==> config.mk <==
export PLATFORM = sky130hd
export DESIGN_NAME = matrix_feeder_flat
export DESIGN_NICKNAME = d
export VERILOG_FILES = /design/src/rtl/matrix_feeder_if.sv /design/src/rtl/matrix_feeder.sv /design/src/flat_wrapper.sv
export SDC_FILE = /design/constraint.sdc
export NUM_CORES = 1
export LEC_CHECK = 0
export BUFFER_PORTS_ARGS = -buffer_cell sky130_fd_sc_hd__buf_2
export CAP_MARGIN = 10
export CELL_PAD_IN_SITES_DETAIL_PLACEMENT = 1
export CELL_PAD_IN_SITES_GLOBAL_PLACEMENT = 2
export CORE_MARGIN = 2
export CORE_UTILIZATION = 45
export CTS_CLUSTER_DIAMETER = 200
export DETAILED_ROUTE_END_ITERATION = 10
export PLACE_DENSITY_LB_ADDON = 0.1
export SLEW_MARGIN = 5
export SYNTH_ARGS = -nofsm -noshare
export SYNTH_HDL_FRONTEND = slang
export SYNTH_SLANG_ARGS = --single-unit
==> constraint.sdc <==
create_clock -name clk -period 3.01 [get_ports clk]
set_input_delay 0.301 -clock clk [delete_from_list [all_inputs] [get_ports clk]]
set_output_delay 0.301 -clock clk [all_outputs]
set_load 0.01 [all_outputs]
==> src/rtl/matrix_feeder_if.sv <==
// Host/array-side bus of the matrix feeder: bank loading, arming, element
// requests and the served A/B pair with its status flags.
interface matrix_feeder_if #(
    parameter int DATA_WIDTH = 8,
    parameter int ADDR_WIDTH = 4
);
    logic                  load_en;
    logic                  load_sel;
    logic [ADDR_WIDTH-1:0] load_addr;
    logic [DATA_WIDTH-1:0] load_data;
    logic                  arm;
    logic                  start_compute;
    logic                  read_data;
    logic                  data_valid;
    logic [DATA_WIDTH-1:0] data_in_A;
    logic [DATA_WIDTH-1:0] data_in_B;
    logic                  data_out_vld;
    logic                  busy;
    logic                  xfer_done;
    logic                  err;

    modport master (
        output load_en, load_sel, load_addr, load_data, arm, start_compute, read_data,
        input  data_valid, data_in_A, data_in_B, data_out_vld, busy, xfer_done, err
    );

    modport slave (
        input  load_en, load_sel, load_addr, load_data, arm, start_compute, read_data,
        output data_valid, data_in_A, data_in_B, data_out_vld, busy, xfer_done, err
    );
endinterface

==> src/rtl/matrix_feeder.sv <==
// Operand source for the 4x4 systolic array: two host-loaded banks served one
// A/B pair per read_data request, with a one-cycle arm handshake.
module matrix_feeder #(
    parameter int DATA_WIDTH = 8,
    parameter int DEPTH      = 16,
    parameter int ADDR_WIDTH = 4
) (
    input  logic             clk,
    input  logic             rst_n,
    matrix_feeder_if.slave   bus
);
    typedef enum logic [1:0] {
        ST_IDLE  = 2'd0,
        ST_ARM   = 2'd1,
        ST_SERVE = 2'd2
    } state_t;

    state_t                state_r, state_next_s;
    logic [ADDR_WIDTH-1:0] ptr_r, ptr_next_s, rd_idx_s;
    logic [DATA_WIDTH-1:0] bank_a_r [0:DEPTH-1];
    logic [DATA_WIDTH-1:0] bank_b_r [0:DEPTH-1];
    logic                  serve_s, last_s, write_s, err_set_s;
    logic                  data_valid_r, data_out_vld_r, busy_r, xfer_done_r, err_r;
    logic [DATA_WIDTH-1:0] data_a_r, data_b_r;

    // Next-state, pointer update, bank write enable and protocol error detection
    always_comb begin
        state_next_s = state_r;
        ptr_next_s   = ptr_r;
        serve_s      = 1'b0;
        last_s       = 1'b0;
        write_s      = 1'b0;
        err_set_s    = 1'b0;
        // start_compute rewinds the pointer and, with read_data, serves element 0
        if (bus.start_compute) begin
            rd_idx_s   = '0;
            ptr_next_s = '0;
        end else begin
            rd_idx_s   = ptr_r;
        end
        case (state_r)
            ST_IDLE: begin
                write_s = bus.load_en;
                if (bus.arm) begin
                    state_next_s = ST_ARM;
                end else begin
                    state_next_s = ST_IDLE;
                end
                err_set_s = bus.read_data;
            end
            ST_ARM: begin
                state_next_s = ST_SERVE;
                err_set_s    = bus.load_en | bus.arm | bus.read_data;
            end
            ST_SERVE: begin
                err_set_s = bus.load_en | bus.arm;
                if (bus.read_data) begin
                    serve_s = 1'b1;
                    if (rd_idx_s == ADDR_WIDTH'(DEPTH - 1)) begin
                        last_s       = 1'b1;
                        ptr_next_s   = '0;
                        state_next_s = ST_IDLE;
                    end else begin
                        ptr_next_s   = rd_idx_s + ADDR_WIDTH'(1);
                    end
                end else begin
                    serve_s = 1'b0;
                end
            end
            default: begin
                state_next_s = ST_IDLE;
                ptr_next_s   = '0;
            end
        endcase
    end

    // Control state, pointer and sticky error
    always_ff @(posedge clk or negedge rst_n) begin
        if (!rst_n) begin
            state_r <= ST_IDLE;
            ptr_r   <= '0;
            err_r   <= 1'b0;
        end else begin
            state_r <= state_next_s;
            ptr_r   <= ptr_next_s;
            err_r   <= err_r | err_set_s;
        end
    end

    // Operand banks, cleared on reset and written by the host only while idle
    always_ff @(posedge clk or negedge rst_n) begin
        if (!rst_n) begin
            for (int i = 0; i < DEPTH; i++) begin
                bank_a_r[i] <= '0;
                bank_b_r[i] <= '0;
            end
        end else if (write_s) begin
            if (bus.load_sel) begin
                bank_b_r[bus.load_addr] <= bus.load_data;
            end else begin
                bank_a_r[bus.load_addr] <= bus.load_data;
            end
        end
    end

    // Registered outputs; data is zeroed whenever no element is being served
    always_ff @(posedge clk or negedge rst_n) begin
        if (!rst_n) begin
            data_valid_r   <= 1'b0;
            data_out_vld_r <= 1'b0;
            data_a_r       <= '0;
            data_b_r       <= '0;
            busy_r         <= 1'b0;
            xfer_done_r    <= 1'b0;
        end else begin
            data_valid_r   <= (state_next_s == ST_ARM);
            data_out_vld_r <= serve_s;
            data_a_r       <= serve_s ? bank_a_r[rd_idx_s] : '0;
            data_b_r       <= serve_s ? bank_b_r[rd_idx_s] : '0;
            busy_r         <= (state_next_s != ST_IDLE);
            xfer_done_r    <= last_s;
        end
    end

    assign bus.data_valid   = data_valid_r;
    assign bus.data_out_vld = data_out_vld_r;
    assign bus.data_in_A    = data_a_r;
    assign bus.data_in_B    = data_b_r;
    assign bus.busy         = busy_r;
    assign bus.xfer_done    = xfer_done_r;
    assign bus.err          = err_r;
endmodule

==> src/flat_wrapper.sv <==
// flat-port wrapper written by rule: the top's interface ports become plain ports
module matrix_feeder_flat 
#(
    parameter int DATA_WIDTH = 8,
    parameter int DEPTH      = 16,
    parameter int ADDR_WIDTH = 4
)
  (clk, rst_n, bus_load_en, bus_load_sel, bus_load_addr, bus_load_data, bus_arm, bus_start_compute, bus_read_data, bus_data_valid, bus_data_in_A, bus_data_in_B, bus_data_out_vld, bus_busy, bus_xfer_done, bus_err);
  matrix_feeder_if #(.DATA_WIDTH(DATA_WIDTH), .ADDR_WIDTH(ADDR_WIDTH)) bus_i ();
  input  logic clk;
  input  logic rst_n;
  input wire logic [$bits(bus_i.load_en)-1:0] bus_load_en;
  input wire logic [$bits(bus_i.load_sel)-1:0] bus_load_sel;
  input wire logic [$bits(bus_i.load_addr)-1:0] bus_load_addr;
  input wire logic [$bits(bus_i.load_data)-1:0] bus_load_data;
  input wire logic [$bits(bus_i.arm)-1:0] bus_arm;
  input wire logic [$bits(bus_i.start_compute)-1:0] bus_start_compute;
  input wire logic [$bits(bus_i.read_data)-1:0] bus_read_data;
  output wire logic [$bits(bus_i.data_valid)-1:0] bus_data_valid;
  output wire logic [$bits(bus_i.data_in_A)-1:0] bus_data_in_A;
  output wire logic [$bits(bus_i.data_in_B)-1:0] bus_data_in_B;
  output wire logic [$bits(bus_i.data_out_vld)-1:0] bus_data_out_vld;
  output wire logic [$bits(bus_i.busy)-1:0] bus_busy;
  output wire logic [$bits(bus_i.xfer_done)-1:0] bus_xfer_done;
  output wire logic [$bits(bus_i.err)-1:0] bus_err;
  assign bus_i.load_en = bus_load_en;
  assign bus_i.load_sel = bus_load_sel;
  assign bus_i.load_addr = bus_load_addr;
  assign bus_i.load_data = bus_load_data;
  assign bus_i.arm = bus_arm;
  assign bus_i.start_compute = bus_start_compute;
  assign bus_i.read_data = bus_read_data;
  assign bus_data_valid = bus_i.data_valid;
  assign bus_data_in_A = bus_i.data_in_A;
  assign bus_data_in_B = bus_i.data_in_B;
  assign bus_data_out_vld = bus_i.data_out_vld;
  assign bus_busy = bus_i.busy;
  assign bus_xfer_done = bus_i.xfer_done;
  assign bus_err = bus_i.err;
  matrix_feeder #(.DATA_WIDTH(DATA_WIDTH), .DEPTH(DEPTH), .ADDR_WIDTH(ADDR_WIDTH)) u_core (.clk(clk), .rst_n(rst_n), .bus(bus_i));
endmodule
[After elaboration in Yosys (flattened, before gate mapping)]
Index checks and enable logic that the tools add are counted.
Storage, ports and cells
  output and inout bits: 21
  input port bits: 19
  logic and storage cells: 88
  flip-flop bits (word level): 283
Operators by class
  bitwise logic cells: 6
  $add $sub $neg: 1
  magnitude comparators: 3
  reduce and logical (&&, ||, !) cells: 6
  equality and inequality tests: 4
  multiplexer cells: 27
Operator list (count)
  $bwmux W128: 2
  $bmux W8 S4: 2
  $mux W8: 7
  $demux W8 S4: 1
  $mux W4: 3
  $ge A5 B5 Y1 const B: 2
  $not A4 Y5: 2
  $pmux W4 S2: 1
  $mux W1: 7
  $pmux W2 S3: 1
  $lt A5 B1 Y1 const B: 1
  $add A4 B1 Y4 const B: 1
  $eq A2 B1 Y1 const B: 2
  $eq A4 B4 Y1 const B: 1
  $mux W2: 2
  $reduce_and A2 Y1: 2
  $or A1 B1 Y1: 3
  $pmux W1 S3: 1
  $eq A2 B2 Y1 const B: 1
  $logic_not A2 Y1: 1
  $reduce_bool A2 Y1: 1
  $reduce_or A2 Y1: 1
  $logic_and A1 B1 Y1: 1
  $not A1 Y1: 1

[Depth between registers and ports, before layout]
Gate-level depths: netlist (run 1).
  word-level depth: 6
  gate-level depth with buffers: 7
  mapped depth without buffers: 4

[Least setup slack after synthesis (run 1)]
No wires, ideal clock.
  kind: register to register
  start point: register u_core.state_r[0]
  end point: register u_core.bank_a_r[24] (netlist name)
  arrival time: 2.078 ns
  clock period less this slack: 2.203 ns
  path slack: 0.807 ns
  buffers on the path: 2
  library setup time: 0.125 ns
  required time: 2.885 ns
  stages on the path, launching flop included: 7
  cells stage by stage: dfrtp_1 > or4b_1 > buf_2 > or2_1 > buf_2 > nor3_4 > mux2_2
Between the ends
  cells in the longest elaborated chain, start to end: 3
Ends and longest elaborated chain
  start, declared: RTL line matrix_feeder.sv:18  | state_t state_r, state_next_s;
  start signal, assigned: RTL line matrix_feeder.sv:84  | state_r <= state_next_s;
  $logic_not A2 Y1: RTL line matrix_feeder.sv:41  | case (state_r)
  $mux W1: RTL line matrix_feeder.sv:41
  $reduce_and A2 Y1 (no source line)
  end signal, assigned by index: RTL line matrix_feeder.sv:101  | bank_a_r[bus.load_addr] <= bus.load_data;
  end, declared: RTL line matrix_feeder.sv:20  | logic [DATA_WIDTH-1:0] bank_a_r [0:DEPTH-1];
No other way between the ends.
A chain may end at the register's enable or synchronous reset.

[Final worst setup path (run 1)]
  start point: register u_core.state_r[1]
  end point: register u_core.bank_a_r[27] (netlist name)
The elaborated chain is that of the path after synthesis.

==> results of run 1 <==
## power groups by stage
stage	registers [mW]	clock network [mW]	logic, mW
final	5.40	4.13	2.70
after detailed placement	5.45	0	2.72
after global routing	5.52	4.39	2.94
after floorplan	5.17	0	2.03
after global placement	5.35	0	2.59
after CTS	5.40	4.22	2.73
## flip-flops by register name, indices dropped and copies added (netlist names)
name / flops
u_core.bus.busy: 1
u_core.bus.xfer_done: 1
u_core.bank_b_r: 128
u_core.bus.err: 1
u_core.bus.data_in_A: 8
u_core.bus.data_valid: 1
u_core.bus.data_out_vld: 1
u_core.state_r: 2
u_core.bank_a_r: 128
u_core.ptr_r: 4
u_core.bus.data_in_B: 8
## metal layers
metal	up-vias	GRT usage	routed length, µm	share of wire
met3	60	0.0286	1450	0.042
met2	168	0.381	16300	0.47
met5	-	0	0	0
li1	3537	-	-	-
met4	0	0.0692	908	0.026
met1	4276	0.337	15800	0.46
## final cells by class
type                    count  area [µm²]
fillers                  2755       13300
flip-flops and latches    283        7090
multi-input cells         576        5450
clock buffers              49        1010
well taps                 378         473
repair buffers             66         452
clock inverters             8         118
inverters                  17        63.8
## stage by stage
step	util	hold WS [ns]
after global placement	0.483	0.387
after CTS	0.524	0.0389
final	0.525	0.0593
after global routing	0.525	0.0635
after detailed placement	0.483	0.398
after floorplan	-	0.00541
## what timing repair did
action                                 in CTS  in global routing
setup endpoints to repair                   0                  0
endpoints found under the hold margin      87                  0
hold buffers                                1                  0
## layout by cell type, fill, tap and decap left out, types with 2 or more instances in the layout
cell type and instances:
sky130_fd_sc_hd__nor3b_1 2, sky130_fd_sc_hd__buf_2 38, sky130_fd_sc_hd__clkbuf_8 4, sky130_fd_sc_hd__nor2_2 3
sky130_fd_sc_hd__nand4bb_1 2, sky130_fd_sc_hd__dfrtp_1 281, sky130_fd_sc_hd__o32a_1 16, sky130_fd_sc_hd__nor3_2 6
sky130_fd_sc_hd__clkinv_2 4, sky130_fd_sc_hd__mux2_2 272, sky130_fd_sc_hd__a32oi_1 16, sky130_fd_sc_hd__nand3_1 2
sky130_fd_sc_hd__buf_12 3, sky130_fd_sc_hd__o211ai_1 47, sky130_fd_sc_hd__clkbuf_16 37, sky130_fd_sc_hd__buf_4 22
sky130_fd_sc_hd__nor3b_2 2, sky130_fd_sc_hd__bufinv_16 3, sky130_fd_sc_hd__mux2i_1 31, sky130_fd_sc_hd__a21oi_1 5
sky130_fd_sc_hd__or2_2 19, sky130_fd_sc_hd__clkbuf_1 8, sky130_fd_sc_hd__o21ai_0 6, sky130_fd_sc_hd__nor2_4 3
sky130_fd_sc_hd__nand2b_1 6, sky130_fd_sc_hd__nand4_1 16, sky130_fd_sc_hd__mux4_2 17, sky130_fd_sc_hd__inv_1 17
sky130_fd_sc_hd__nand2_1 59, sky130_fd_sc_hd__nor2b_1 3, sky130_fd_sc_hd__o22a_1 15, sky130_fd_sc_hd__nor2_1 14
## worst paths after layout
path / endpoint / cells past startpoint / slack [ns] / start
worst max register to register: u_core.bank_a_r[27]$_DFFE_PN0P_ / 4 / 0.50 / u_core.state_r[1]$_DFF_PN0_
worst min register to register: u_core.bank_a_r[48]$_DFFE_PN0P_ / 1 / 0.50 / u_core.bank_a_r[48]$_DFFE_PN0P_
max in group asynchronous: u_core.bank_a_r[19]$_DFFE_PN0P_ / 3 / 1.59 / rst_n
min in group asynchronous: u_core.bank_b_r[9]$_DFFE_PN0P_ / 2 / 0.42 / rst_n
worst min-delay path: u_core.bus.busy$_DFF_PN0_ / 2 / 0.06 / bus_arm
worst max-delay path: u_core.bank_a_r[27]$_DFFE_PN0P_ / 4 / 0.50 / u_core.state_r[1]$_DFF_PN0_
## cell families (layout without fill, tap and decap cells)
kind of cell	after synthesis	after routing	synth area share
AND/OR/NAND/NOR	147	147	0.0631
multiplexers	320	320	0.292
AO/OA/AOI/OAI	109	109	0.0678
buffers and inverters	88	140	0.0261
flip-flops	283	283	0.551
## worst max-delay path, delay by kind of cell (launching register included)
kind             cells  cell delay (ns)
AND/OR/NAND/NOR      3             1.49
multiplexers         1             0.38
flip-flops           1             0.51
==> impl_results.html, run 1 <==
<table>
<tr><th>Metric</th><th>Value</th></tr>
<tr><th colspan="2">Critical path</th></tr>
<tr><td>Ordered list of cells on the worst path</td><td>or4b_1 &gt; or2_1 &gt; nor3_4 &gt; mux2_2</td></tr>
<tr><td>Required time at the worst-slack endpoint</td><td>~3.4 ns</td></tr>
<tr><td>Capturing element type of the critical path</td><td>register</td></tr>
<tr><td>Critical Path AT</td><td>2.90 ns</td></tr>
<tr><td>Worst setup path category</td><td>register to register</td></tr>
<tr><td>Peak per-stage delay on the critical path</td><td>between 0.7 and 0.8 ns</td></tr>
<tr><td>Crit start category</td><td>register</td></tr>
<tr><td>Largest fanout of any net on the critical path</td><td>14</td></tr>
<tr><td>Cell at the slowest stage of the critical path</td><td>sky130_fd_sc_hd__or4b_1</td></tr>
<tr><th colspan="2">Layout</th></tr>
<tr><td>Design Area, Final</td><td>around 15000 µm²</td></tr>
<tr><td>Diode count</td><td>0</td></tr>
<tr><td>Share of cells above drive strength 1</td><td>0.439</td></tr>
<tr><td>Nets</td><td>998</td></tr>
<tr><td>Synth-to-Final Area Change</td><td>14.0%</td></tr>
<tr><td>Layout Cells excl Fill</td><td>1377</td></tr>
<tr><th colspan="2">Worst hold path</th></tr>
<tr><td>Type of the worst min-delay path</td><td>primary input to register</td></tr>
<tr><th colspan="2">Clock network</th></tr>
<tr><td>Clock tree from TritonCTS</td><td>yes</td></tr>
<tr><td>TritonCTS sink count</td><td>roughly 280</td></tr>
<tr><td>Clock root cell</td><td>sky130_fd_sc_hd__clkbuf_16</td></tr>
<tr><td>Number of gates given a new drive strength after cts</td><td>0</td></tr>
<tr><td>CTS H-Tree Depth</td><td>2</td></tr>
<tr><td>Clk Latency, worst-skew pair</td><td>around 0.51 ns</td></tr>
<tr><td>Number of buffers added for setup after CTS</td><td>0</td></tr>
<tr><td>Clk slew on worst S/H paths</td><td>~0.06 ns</td></tr>
<tr><td>Number of buffers inserted during clock tree synthesis</td><td>35</td></tr>
<tr><td>Clk buf depth</td><td>3</td></tr>
<tr><th colspan="2">Global routing</th></tr>
<tr><td>Number of global-route vias before repair</td><td>9036</td></tr>
<tr><td>Wire length of the first global-routing pass</td><td>roughly 55000 µm</td></tr>
<tr><td>Residual overflow from global routing</td><td>0</td></tr>
<tr><td>Number of antenna violations at the first check in global routing</td><td>0</td></tr>
<tr><td>Pin count of the biggest net entering global routing</td><td>95</td></tr>
<tr><td>Total global routing track utilization</td><td>0.236</td></tr>
<tr><th colspan="2">Logic synthesis</th></tr>
<tr><td>Yosys reg bits</td><td>between 200 and 300</td></tr>
<tr><td>Post-synth top area share</td><td>0.551</td></tr>
<tr><td>Synthesis warning total</td><td>0</td></tr>
<tr><td>Top cells by area, synth</td><td>sky130_fd_sc_hd__dfrtp_1 (55%), sky130_fd_sc_hd__mux2_2 (24%), sky130_fd_sc_hd__mux4_2 (3.0%)</td></tr>
<tr><td>Library cells used by synthesis</td><td>40</td></tr>
<tr><td>Area of the mapped netlist</td><td>~13000 µm²</td></tr>
<tr><td>Syn avg cell area</td><td>between 10 and 15 µm²</td></tr>
<tr><td>Async SR Flop Fraction</td><td>1.00</td></tr>
<tr><td>Leading post-synthesis cells by instance count</td><td>sky130_fd_sc_hd__dfrtp_1 (283), sky130_fd_sc_hd__mux2_2 (272), sky130_fd_sc_hd__clkbuf_1 (64)</td></tr>
<tr><td>Sequential element share of the synthesized area</td><td>0.551</td></tr>
<tr><td>Syn Inst Count</td><td>approximately 950</td></tr>
<tr><td>Number of flops mapped to enable cells by yosys</td><td>0</td></tr>
<tr><td>Most common cell in the synthesized netlist</td><td>sky130_fd_sc_hd__dfrtp_1</td></tr>
<tr><td>Synthesized net count</td><td>just under 1000</td></tr>
<tr><td>Cell type contributing the most total cell area after synthesis</td><td>sky130_fd_sc_hd__dfrtp_1</td></tr>
<tr><td>Predominant post-synthesis flop cell</td><td>sky130_fd_sc_hd__dfrtp_1</td></tr>
<tr><th colspan="2">Placed design</th></tr>
<tr><td>Placed instance area</td><td>13500 µm²</td></tr>
<tr><td>Number of cells in the design after placement</td><td>roughly 1300</td></tr>
<tr><td>Post-DP HPWL</td><td>about 22000 µm</td></tr>
<tr><td>Routability cong.</td><td>0.834</td></tr>
<tr><td>Count of port buffers added during placement</td><td>39</td></tr>
<tr><td>Worst slack after detailed placement</td><td>between 0.5 and 0.6 ns</td></tr>
<tr><th colspan="2">Power</th></tr>
<tr><td>Psw</td><td>approximately 3.4 mW</td></tr>
<tr><td>Cell Pwr Density</td><td>about 830 nW/µm²</td></tr>
<tr><td>Maximum vdd drop</td><td>between 0.5 and 0.6 mV</td></tr>
<tr><td>Leak pwr</td><td>roughly 6.7 nW</td></tr>
<tr><td>Sw frac</td><td>0.282</td></tr>
<tr><td>Clk network pwr share</td><td>0.337</td></tr>
<tr><td>Internal power summed over all cells</td><td>8.78 mW</td></tr>
<tr><td>Proportion of power drawn by flip-flops and latches</td><td>0.442</td></tr>
<tr><td>Total power</td><td>12.2 mW</td></tr>
<tr><td>Combinational cell fraction of total power</td><td>0.221</td></tr>
<tr><th colspan="2">STA</th></tr>
<tr><td>Transition time at the pin with the least slew margin</td><td>roughly 1.2 ns</td></tr>
<tr><td>Worst-case setup margin in the final layout</td><td>0.495 ns</td></tr>
<tr><td>Final worst path period need</td><td>2.51 ns</td></tr>
<tr><td>Sum of negative setup slack</td><td>0 ns</td></tr>
<tr><td>Final hold violations</td><td>0</td></tr>
<tr><td>Upper clock frequency limit</td><td>between 300 and 400 MHz</td></tr>
<tr><td>Setup repair after global routing missed its margin</td><td>no</td></tr>
<tr><td>Part of the cycle the worst path needs</td><td>0.835</td></tr>
<tr><td>Setup Viol. Count Final</td><td>0</td></tr>
<tr><td>Setup Skew</td><td>roughly 0.018 ns</td></tr>
<tr><td>Worst rel slew slack</td><td>0.218</td></tr>
<tr><td>Final max-slew violation count</td><td>0</td></tr>
<tr><th colspan="2">Floorplanning</th></tr>
<tr><td>Row count</td><td>61</td></tr>
<tr><td>Top-Level Pins</td><td>40</td></tr>
<tr><td>Height of the die</td><td>between 150 and 200 µm</td></tr>
<tr><td>Core area</td><td>between 20000 and 30000 µm²</td></tr>
<tr><td>Die Span X</td><td>around 170 µm</td></tr>
<tr><td>Initial core utilization</td><td>0.460</td></tr>
<tr><td>Full die area</td><td>roughly 30000 µm²</td></tr>
<tr><th colspan="2">Drt</th></tr>
<tr><td>Avg Vias per Cell</td><td>between 5 and 6</td></tr>
<tr><td>Number of detailed-route iterations in the first pass</td><td>4</td></tr>
<tr><td>Wire length per cell after detailed routing</td><td>approximately 25 µm</td></tr>
<tr><td>Drt drc</td><td>0</td></tr>
<tr><td>Routed vias</td><td>8041</td></tr>
<tr><td>Antenna Nets Post-Route</td><td>0</td></tr>
<tr><td>Violation count after the first detailed-route iteration</td><td>510</td></tr>
<tr><td>Total Routed Length</td><td>~34000 µm</td></tr>
<tr><th colspan="2">Job</th></tr>
<tr><td># Max-Cap Violations</td><td>0</td></tr>
<tr><th colspan="2">Outcome</th></tr>
<tr><td>Status</td><td>complete, no violations</td></tr>
</table>
Power figures use the tool's default switching activity.
==> run 2, diff against run 1 <==
CORE_UTILIZATION = 40   (was 45)
clock period = 2.3 ns   (was 3.01 ns; I/O delays follow)
==> impl_results.html, run 2 (synthesized netlist as in run 1, its figures left out) <==
<table>
<tr><th>Metric</th><th>Value</th></tr>
<tr><th colspan="2">Placed design</th></tr>
<tr><td>Post-DP HPWL</td><td>23400 µm</td></tr>
<tr><td>Worst slack after detailed placement</td><td>approximately 0.0043 ns</td></tr>
<tr><td>Count of port buffers added during placement</td><td>39</td></tr>
<tr><td>Routability cong.</td><td>0.791</td></tr>
<tr><td>Placed instance area</td><td>13800 µm²</td></tr>
<tr><th colspan="2">Clock network</th></tr>
<tr><td>Clk slew on worst S/H paths</td><td>0.06 ns</td></tr>
<tr><td>Clk buf depth</td><td>3</td></tr>
<tr><td>Number of buffers inserted during clock tree synthesis</td><td>34</td></tr>
<tr><td>Clock root cell</td><td>sky130_fd_sc_hd__clkbuf_16</td></tr>
<tr><td>Clock tree from TritonCTS</td><td>yes</td></tr>
<tr><td>Clk Latency, worst-skew pair</td><td>slightly above 0.5 ns</td></tr>
<tr><td>TritonCTS sink count</td><td>between 200 and 300</td></tr>
<tr><td>CTS H-Tree Depth</td><td>2</td></tr>
<tr><th colspan="2">Global routing</th></tr>
<tr><td>Total global routing track utilization</td><td>0.220</td></tr>
<tr><td>Pin count of the biggest net entering global routing</td><td>between 60 and 70</td></tr>
<tr><td>Number of antenna violations at the first check in global routing</td><td>0</td></tr>
<tr><td>Residual overflow from global routing</td><td>0</td></tr>
<tr><td>Wire length of the first global-routing pass</td><td>around 56000 µm</td></tr>
<tr><td>Number of global-route vias before repair</td><td>9200</td></tr>
<tr><th colspan="2">Critical path</th></tr>
<tr><td>Critical Path AT</td><td>approximately 2.5 ns</td></tr>
<tr><td>Critical Path Start</td><td>u_core.state_r[1]$_DFF_PN0_</td></tr>
<tr><td>Crit start category</td><td>register</td></tr>
<tr><td>Largest fanout of any net on the critical path</td><td>13</td></tr>
<tr><td>Launch point of the worst reg-to-reg path</td><td>u_core.state_r[1]$_DFF_PN0_</td></tr>
<tr><td>Worst setup path category</td><td>register to register</td></tr>
<tr><td>Required time at the worst-slack endpoint</td><td>2.69 ns</td></tr>
<tr><td>Capturing element type of the critical path</td><td>register</td></tr>
<tr><th colspan="2">Floorplanning</th></tr>
<tr><td>Core area</td><td>31600 µm²</td></tr>
<tr><td>Full die area</td><td>33600 µm²</td></tr>
<tr><td>Top-Level Pins</td><td>40</td></tr>
<tr><td>Row count</td><td>between 60 and 70</td></tr>
<tr><td>Height of the die</td><td>between 150 and 200 µm</td></tr>
<tr><td>Initial core utilization</td><td>0.406</td></tr>
<tr><td>Die Span X</td><td>~180 µm</td></tr>
<tr><th colspan="2">Drt</th></tr>
<tr><td>Number of detailed-route iterations in the first pass</td><td>4</td></tr>
<tr><td>Routed vias</td><td>a little over 8000</td></tr>
<tr><td>Wire length per cell after detailed routing</td><td>around 25 µm</td></tr>
<tr><td>Total Routed Length</td><td>around 36000 µm</td></tr>
<tr><td>Violation count after the first detailed-route iteration</td><td>358</td></tr>
<tr><td>Antenna Nets Post-Route</td><td>0</td></tr>
<tr><td>Avg Vias per Cell</td><td>around 5.7</td></tr>
<tr><td>Drt drc</td><td>0</td></tr>
<tr><th colspan="2">Layout</th></tr>
<tr><td>Synth-to-Final Area Change</td><td>16.7%</td></tr>
<tr><td>Diode count</td><td>0</td></tr>
<tr><td>Nets</td><td>slightly above 1000</td></tr>
<tr><td>Share of cells above drive strength 1</td><td>0.462</td></tr>
<tr><td>Core Util, Final</td><td>0.474</td></tr>
<tr><td>Highest-count cells in the layout ignoring fill and taps</td><td>sky130_fd_sc_hd__dfrtp_1 (281), sky130_fd_sc_hd__mux2_2 (272), sky130_fd_sc_hd__nand2_1 (56)</td></tr>
<tr><td>Most common cell after layout, fill and taps aside</td><td>sky130_fd_sc_hd__dfrtp_1</td></tr>
<tr><td>Design Area, Final</td><td>~15000 µm²</td></tr>
<tr><td>Top flop regs</td><td>u_core.bank_a_r x128, u_core.bank_b_r x128</td></tr>
<tr><th colspan="2">Power</th></tr>
<tr><td>Leak pwr</td><td>between 6 and 7 nW</td></tr>
<tr><td>Total power</td><td>15.9 mW</td></tr>
<tr><td>Maximum vdd drop</td><td>around 0.55 mV</td></tr>
<tr><td>Cell Pwr Density</td><td>~1100 nW/µm²</td></tr>
<tr><th colspan="2">STA</th></tr>
<tr><td>Final worst path period need</td><td>2.15 ns</td></tr>
<tr><td>Final hold violations</td><td>0</td></tr>
<tr><td>Final max-slew violation count</td><td>0</td></tr>
<tr><td>Sum of negative setup slack</td><td>0 ns</td></tr>
<tr><td>Transition time at the pin with the least slew margin</td><td>about 0.84 ns</td></tr>
<tr><td>Setup Viol. Count Final</td><td>0</td></tr>
<tr><td>Upper clock frequency limit</td><td>around 460 MHz</td></tr>
<tr><td>Worst-case setup margin in the final layout</td><td>0.146 ns</td></tr>
<tr><td>Worst rel slew slack</td><td>0.441</td></tr>
<tr><td>Setup Skew</td><td>roughly 0.014 ns</td></tr>
<tr><td>Part of the cycle the worst path needs</td><td>0.936</td></tr>
<tr><td>Setup repair after global routing missed its margin</td><td>no</td></tr>
<tr><th colspan="2">Outcome</th></tr>
<tr><td>Status</td><td>complete, no violations</td></tr>
<tr><th colspan="2">Worst hold path</th></tr>
<tr><td>Type of the worst min-delay path</td><td>primary input to register</td></tr>
<tr><td>Min-Delay Startpoint</td><td>bus_read_data</td></tr>
<tr><th colspan="2">Job</th></tr>
<tr><td># Max-Cap Violations</td><td>0</td></tr>
</table>
==> run 2: worst paths after layout <==
path                                                    end  slack (ns)  cells after the start
hold / removal                     u_core.bus.err$_DFF_PN0_        0.10                      3
hold reg to reg                    u_core.bus.err$_DFF_PN0_        0.47                      2
min in group asynchronous    u_core.bank_b_r[8]$_DFFE_PN0P_        0.30                      2
setup reg to reg           u_core.bank_b_r[107]$_DFFE_PN0P_        0.15                      7
setup / recovery           u_core.bank_b_r[107]$_DFFE_PN0P_        0.15                      7
max in group asynchronous   u_core.bank_a_r[20]$_DFFE_PN0P_        1.31                      3
==> run 2: cell type report <==
class,count,area [µm²]
Clock buffer,52,1030
Clock inverter,7,62.6
Multi-Input combinational cell,576,5480
Timing Repair Buffer,99,773
Inverter,17,63.8
Fill cell,3133,16600
Sequential cell,283,7090
Tap cell,402,503
==> run 2: layer usage <==
| layer | wire [µm] | global-route usage |
|---|---|---|
| met5 | 0 | 0 |
| met4 | 497 | 0.0483 |
| met3 | 1110 | 0.0280 |
| met2 | 17200 | 0.358 |
| met1 | 16900 | 0.316 |
==> run 2: what timing repair did <==
action,in CTS,in global routing
hold endpoints to repair,63,0
setup endpoints to repair,5,53
pin swaps,0,1
buffers inserted,0,1
hold buffers,2,0
gates resized for setup,0,8
==> run 2: power by group <==
group / total [mW] / switching (mW) / internal (mW)
clock network: 5.25 / 2.06 / 3.20
registers: 6.96 / 0.708 / 6.25
logic: 3.74 / 1.79 / 1.95
==> run 2: per-stage QoR <==
stage | hold WS [ns] | instances
floorplan | -0.0656 | 947
detailed placement | 0.252 | 1374
CTS | 0.0841 | 1435
finish | 0.101 | 1436
global route | 0.100 | 1436
global placement | 0.238 | 1374
==> run 2: critical path: stages, from the launching register on <==
cell and delay [ns]:
sky130_fd_sc_hd__dfrtp_1 0.38, sky130_fd_sc_hd__buf_4 0.18, sky130_fd_sc_hd__nand4bb_1 0.31, sky130_fd_sc_hd__buf_4 0.23, sky130_fd_sc_hd__nor3_1 0.16, sky130_fd_sc_hd__buf_4 0.18
sky130_fd_sc_hd__nand2_1 0.24, sky130_fd_sc_hd__mux2_2 0.36
==> run 3, diff against run 2 <==
CORE_UTILIZATION = 45   (was 40)
SKIP_CTS_REPAIR_TIMING = 1   (was default)
clock period = 2.1 ns   (was 2.3 ns; I/O delays follow)
==> impl_results.html, run 3 (synthesized netlist as in run 1, its figures left out) <==
<table>
<tr><th>Metric</th><th>Value</th></tr>
<tr><th colspan="2">STA</th></tr>
<tr><td>Fin Hold WS</td><td>between 0.05 and 0.06 ns</td></tr>
<tr><td>Final worst path period need</td><td>around 2.1 ns</td></tr>
<tr><td>Upper clock frequency limit</td><td>roughly 480 MHz</td></tr>
<tr><td>Final max-slew violation count</td><td>0</td></tr>
<tr><td>Worst rel slew slack</td><td>0.459</td></tr>
<tr><td>Setup repair after global routing missed its margin</td><td>yes</td></tr>
<tr><td>Final hold violations</td><td>0</td></tr>
<tr><td>Part of the cycle the worst path needs</td><td>0.999</td></tr>
<tr><td>Setup Viol. Count Final</td><td>0</td></tr>
<tr><td>Transition time at the pin with the least slew margin</td><td>just over 0.8 ns</td></tr>
<tr><td>Setup Skew</td><td>0.00886 ns</td></tr>
<tr><th colspan="2">Layout</th></tr>
<tr><td>Highest-count cells in the layout ignoring fill and taps</td><td>sky130_fd_sc_hd__dfrtp_1 (281), sky130_fd_sc_hd__mux2_2 (264), sky130_fd_sc_hd__nand2_1 (55)</td></tr>
<tr><td>Diode count</td><td>0</td></tr>
<tr><td>Top flop regs</td><td>u_core.bank_a_r x128, u_core.bank_b_r x128</td></tr>
<tr><td>Most common cell after layout, fill and taps aside</td><td>sky130_fd_sc_hd__dfrtp_1</td></tr>
<tr><td>Share of cells above drive strength 1</td><td>0.465</td></tr>
<tr><td>Synth-to-Final Area Change</td><td>17.1%</td></tr>
<tr><td>Nets</td><td>~1000</td></tr>
<tr><td>Design Area, Final</td><td>roughly 15000 µm²</td></tr>
<tr><th colspan="2">Power</th></tr>
<tr><td>Combinational cell fraction of total power</td><td>0.244</td></tr>
<tr><td>Cell Pwr Density</td><td>roughly 1100 nW/µm²</td></tr>
<tr><td>Psw</td><td>4.95 mW</td></tr>
<tr><td>Sw frac</td><td>0.288</td></tr>
<tr><td>Maximum vdd drop</td><td>just under 0.7 mV</td></tr>
<tr><td>Proportion of power drawn by flip-flops and latches</td><td>0.443</td></tr>
<tr><td>Leak pwr</td><td>between 6 and 7 nW</td></tr>
<tr><td>Clk network pwr share</td><td>0.313</td></tr>
<tr><td>Internal power summed over all cells</td><td>12.2 mW</td></tr>
<tr><th colspan="2">Clock network</th></tr>
<tr><td>CTS H-Tree Depth</td><td>1</td></tr>
<tr><td>Clk Latency, worst-skew pair</td><td>approximately 0.56 ns</td></tr>
<tr><td>Clk slew on worst S/H paths</td><td>0.06 ns</td></tr>
<tr><td>TritonCTS sink count</td><td>between 200 and 300</td></tr>
<tr><td>Clock root cell</td><td>sky130_fd_sc_hd__clkbuf_16</td></tr>
<tr><td>Number of buffers inserted during clock tree synthesis</td><td>31</td></tr>
<tr><td>Clock tree from TritonCTS</td><td>yes</td></tr>
<tr><td>Clk buf depth</td><td>3</td></tr>
<tr><th colspan="2">Global routing</th></tr>
<tr><td>Number of antenna violations at the first check in global routing</td><td>0</td></tr>
<tr><td>Number of global-route vias before repair</td><td>between 9000 and 10000</td></tr>
<tr><td>Pin count of the biggest net entering global routing</td><td>82</td></tr>
<tr><td>Wire length of the first global-routing pass</td><td>approximately 55000 µm</td></tr>
<tr><td>Total global routing track utilization</td><td>0.238</td></tr>
<tr><td>Residual overflow from global routing</td><td>0</td></tr>
<tr><th colspan="2">Drt</th></tr>
<tr><td>Routed vias</td><td>8147</td></tr>
<tr><td>Avg Vias per Cell</td><td>between 5 and 6</td></tr>
<tr><td>Wire length per cell after detailed routing</td><td>~25 µm</td></tr>
<tr><td>Number of detailed-route iterations in the first pass</td><td>5</td></tr>
<tr><td>Violation count after the first detailed-route iteration</td><td>between 500 and 600</td></tr>
<tr><td>Antenna Nets Post-Route</td><td>0</td></tr>
<tr><td>Drt drc</td><td>0</td></tr>
<tr><td>Total Routed Length</td><td>between 30000 and 40000 µm</td></tr>
<tr><th colspan="2">Floorplanning</th></tr>
<tr><td>Row count</td><td>61</td></tr>
<tr><td>Die Span X</td><td>173 µm</td></tr>
<tr><td>Initial core utilization</td><td>0.460</td></tr>
<tr><td>Full die area</td><td>about 30000 µm²</td></tr>
<tr><td>Height of the die</td><td>about 170 µm</td></tr>
<tr><td>Top-Level Pins</td><td>40</td></tr>
<tr><td>Core area</td><td>between 20000 and 30000 µm²</td></tr>
<tr><th colspan="2">Placed design</th></tr>
<tr><td>Placed instance area</td><td>between 10000 and 15000 µm²</td></tr>
<tr><td>Routability cong.</td><td>~0.83</td></tr>
<tr><td>Count of port buffers added during placement</td><td>39</td></tr>
<tr><td>Post-DP HPWL</td><td>approximately 23000 µm</td></tr>
<tr><th colspan="2">Critical path</th></tr>
<tr><td>Worst setup path category</td><td>register to register</td></tr>
<tr><td>Cell at the slowest stage of the critical path</td><td>sky130_fd_sc_hd__or4b_4</td></tr>
<tr><td>Ordered list of cells on the worst path</td><td>or4b_4 &gt; or2_4 &gt; buf_4 &gt; nor2_4 &gt; mux2_2</td></tr>
<tr><td>Critical Path AT</td><td>between 2 and 3 ns</td></tr>
<tr><td>Required time at the worst-slack endpoint</td><td>roughly 2.5 ns</td></tr>
<tr><td>Kind of cell with the highest combined delay on the critical path</td><td>simple AND/OR/NAND/NOR gates</td></tr>
<tr><td>Peak per-stage delay on the critical path</td><td>0.54 ns</td></tr>
<tr><td>Crit start category</td><td>register</td></tr>
<tr><td>Largest fanout of any net on the critical path</td><td>8</td></tr>
<tr><td>Capturing element type of the critical path</td><td>register</td></tr>
<tr><td>Bufs and invs on worst path</td><td>1</td></tr>
<tr><th colspan="2">Outcome</th></tr>
<tr><td>Status</td><td>complete, no violations</td></tr>
<tr><th colspan="2">Worst hold path</th></tr>
<tr><td>Type of the worst min-delay path</td><td>primary input to register</td></tr>
<tr><th colspan="2">Job</th></tr>
<tr><td># Max-Cap Violations</td><td>0</td></tr>
</table>
==> run 3: cell count changes in the layout (fill, tap and decap cells not counted), sizes merged <==
cell / before / now
clkbuf: 52 / 49
buf: 97 / 101
inv: 17 / 18
bufinv: 1 / 2
==> run 3: layout make-up <==
cell class	instances	area (µm²)
Clock buffer	49	913
Clock inverter	9	101
Fill cell	2738	12900
Inverter	17	63.8
Multi-Input combinational cell	576	5510
Sequential cell	283	7090
Tap cell	378	473
Timing Repair Buffer	103	902
==> run 3: worst min-delay path, cell delays in order <==
cell and delay, ns:
sky130_fd_sc_hd__buf_2 0.17, sky130_fd_sc_hd__a21oi_1 0.06, sky130_fd_sc_hd__o21ai_0 0.13
==> run 3: through the flow <==
stage	setup TNS (ns)	total power, mW	util	std cells	worst slack, ns
after floorplan	-0.719	10.3	-	947	-0.0898
after global placement	-0.205	11.5	0.498	1352	-0.0264
after detailed placement	-2.28	11.9	0.498	1352	-0.133
after CTS	-3.19	17.3	0.534	1410	-0.148
after global routing	-0.745	18.1	0.539	1415	-0.0500
final	0	17.2	0.539	1415	0.00108
==> run 3: metal layers <==
| metal | part of all wire | GRT usage |
|---|---|---|
| met1 | 0.47 | 0.338 |
| met2 | 0.48 | 0.390 |
| met3 | 0.034 | 0.0345 |
| met4 | 0.018 | 0.0516 |
| met5 | 0 | 0 |
==> run 3: worst paths after layout <==
kind                       depth (start not counted)                              end  slack [ns]                       startpoint
max reg2reg                                        5   u_core.bank_a_r[4]$_DFFE_PN0P_       0.001      u_core.state_r[1]$_DFF_PN0_
min                                                3         u_core.bus.err$_DFF_PN0_        0.06                    bus_read_data
max in group asynchronous                          3  u_core.bank_a_r[41]$_DFFE_PN0P_        1.11                            rst_n
min in group asynchronous                          2   u_core.bank_b_r[0]$_DFFE_PN0P_        0.20                            rst_n
max                                                5   u_core.bank_a_r[4]$_DFFE_PN0P_       0.001      u_core.state_r[1]$_DFF_PN0_
min reg2reg                                        1  u_core.bank_a_r[55]$_DFFE_PN0P_        0.49  u_core.bank_a_r[55]$_DFFE_PN0P_
==> run 3: power by group through the flow <==
stage,Clock (mW),Combinational [mW],Sequential (mW)
detailed placement,0,4.16,7.69
global placement,0,3.98,7.54
floorplan,0,2.91,7.41
finish,5.39,4.19,7.61
CTS,5.50,4.18,7.61
global route,5.72,4.56,7.79
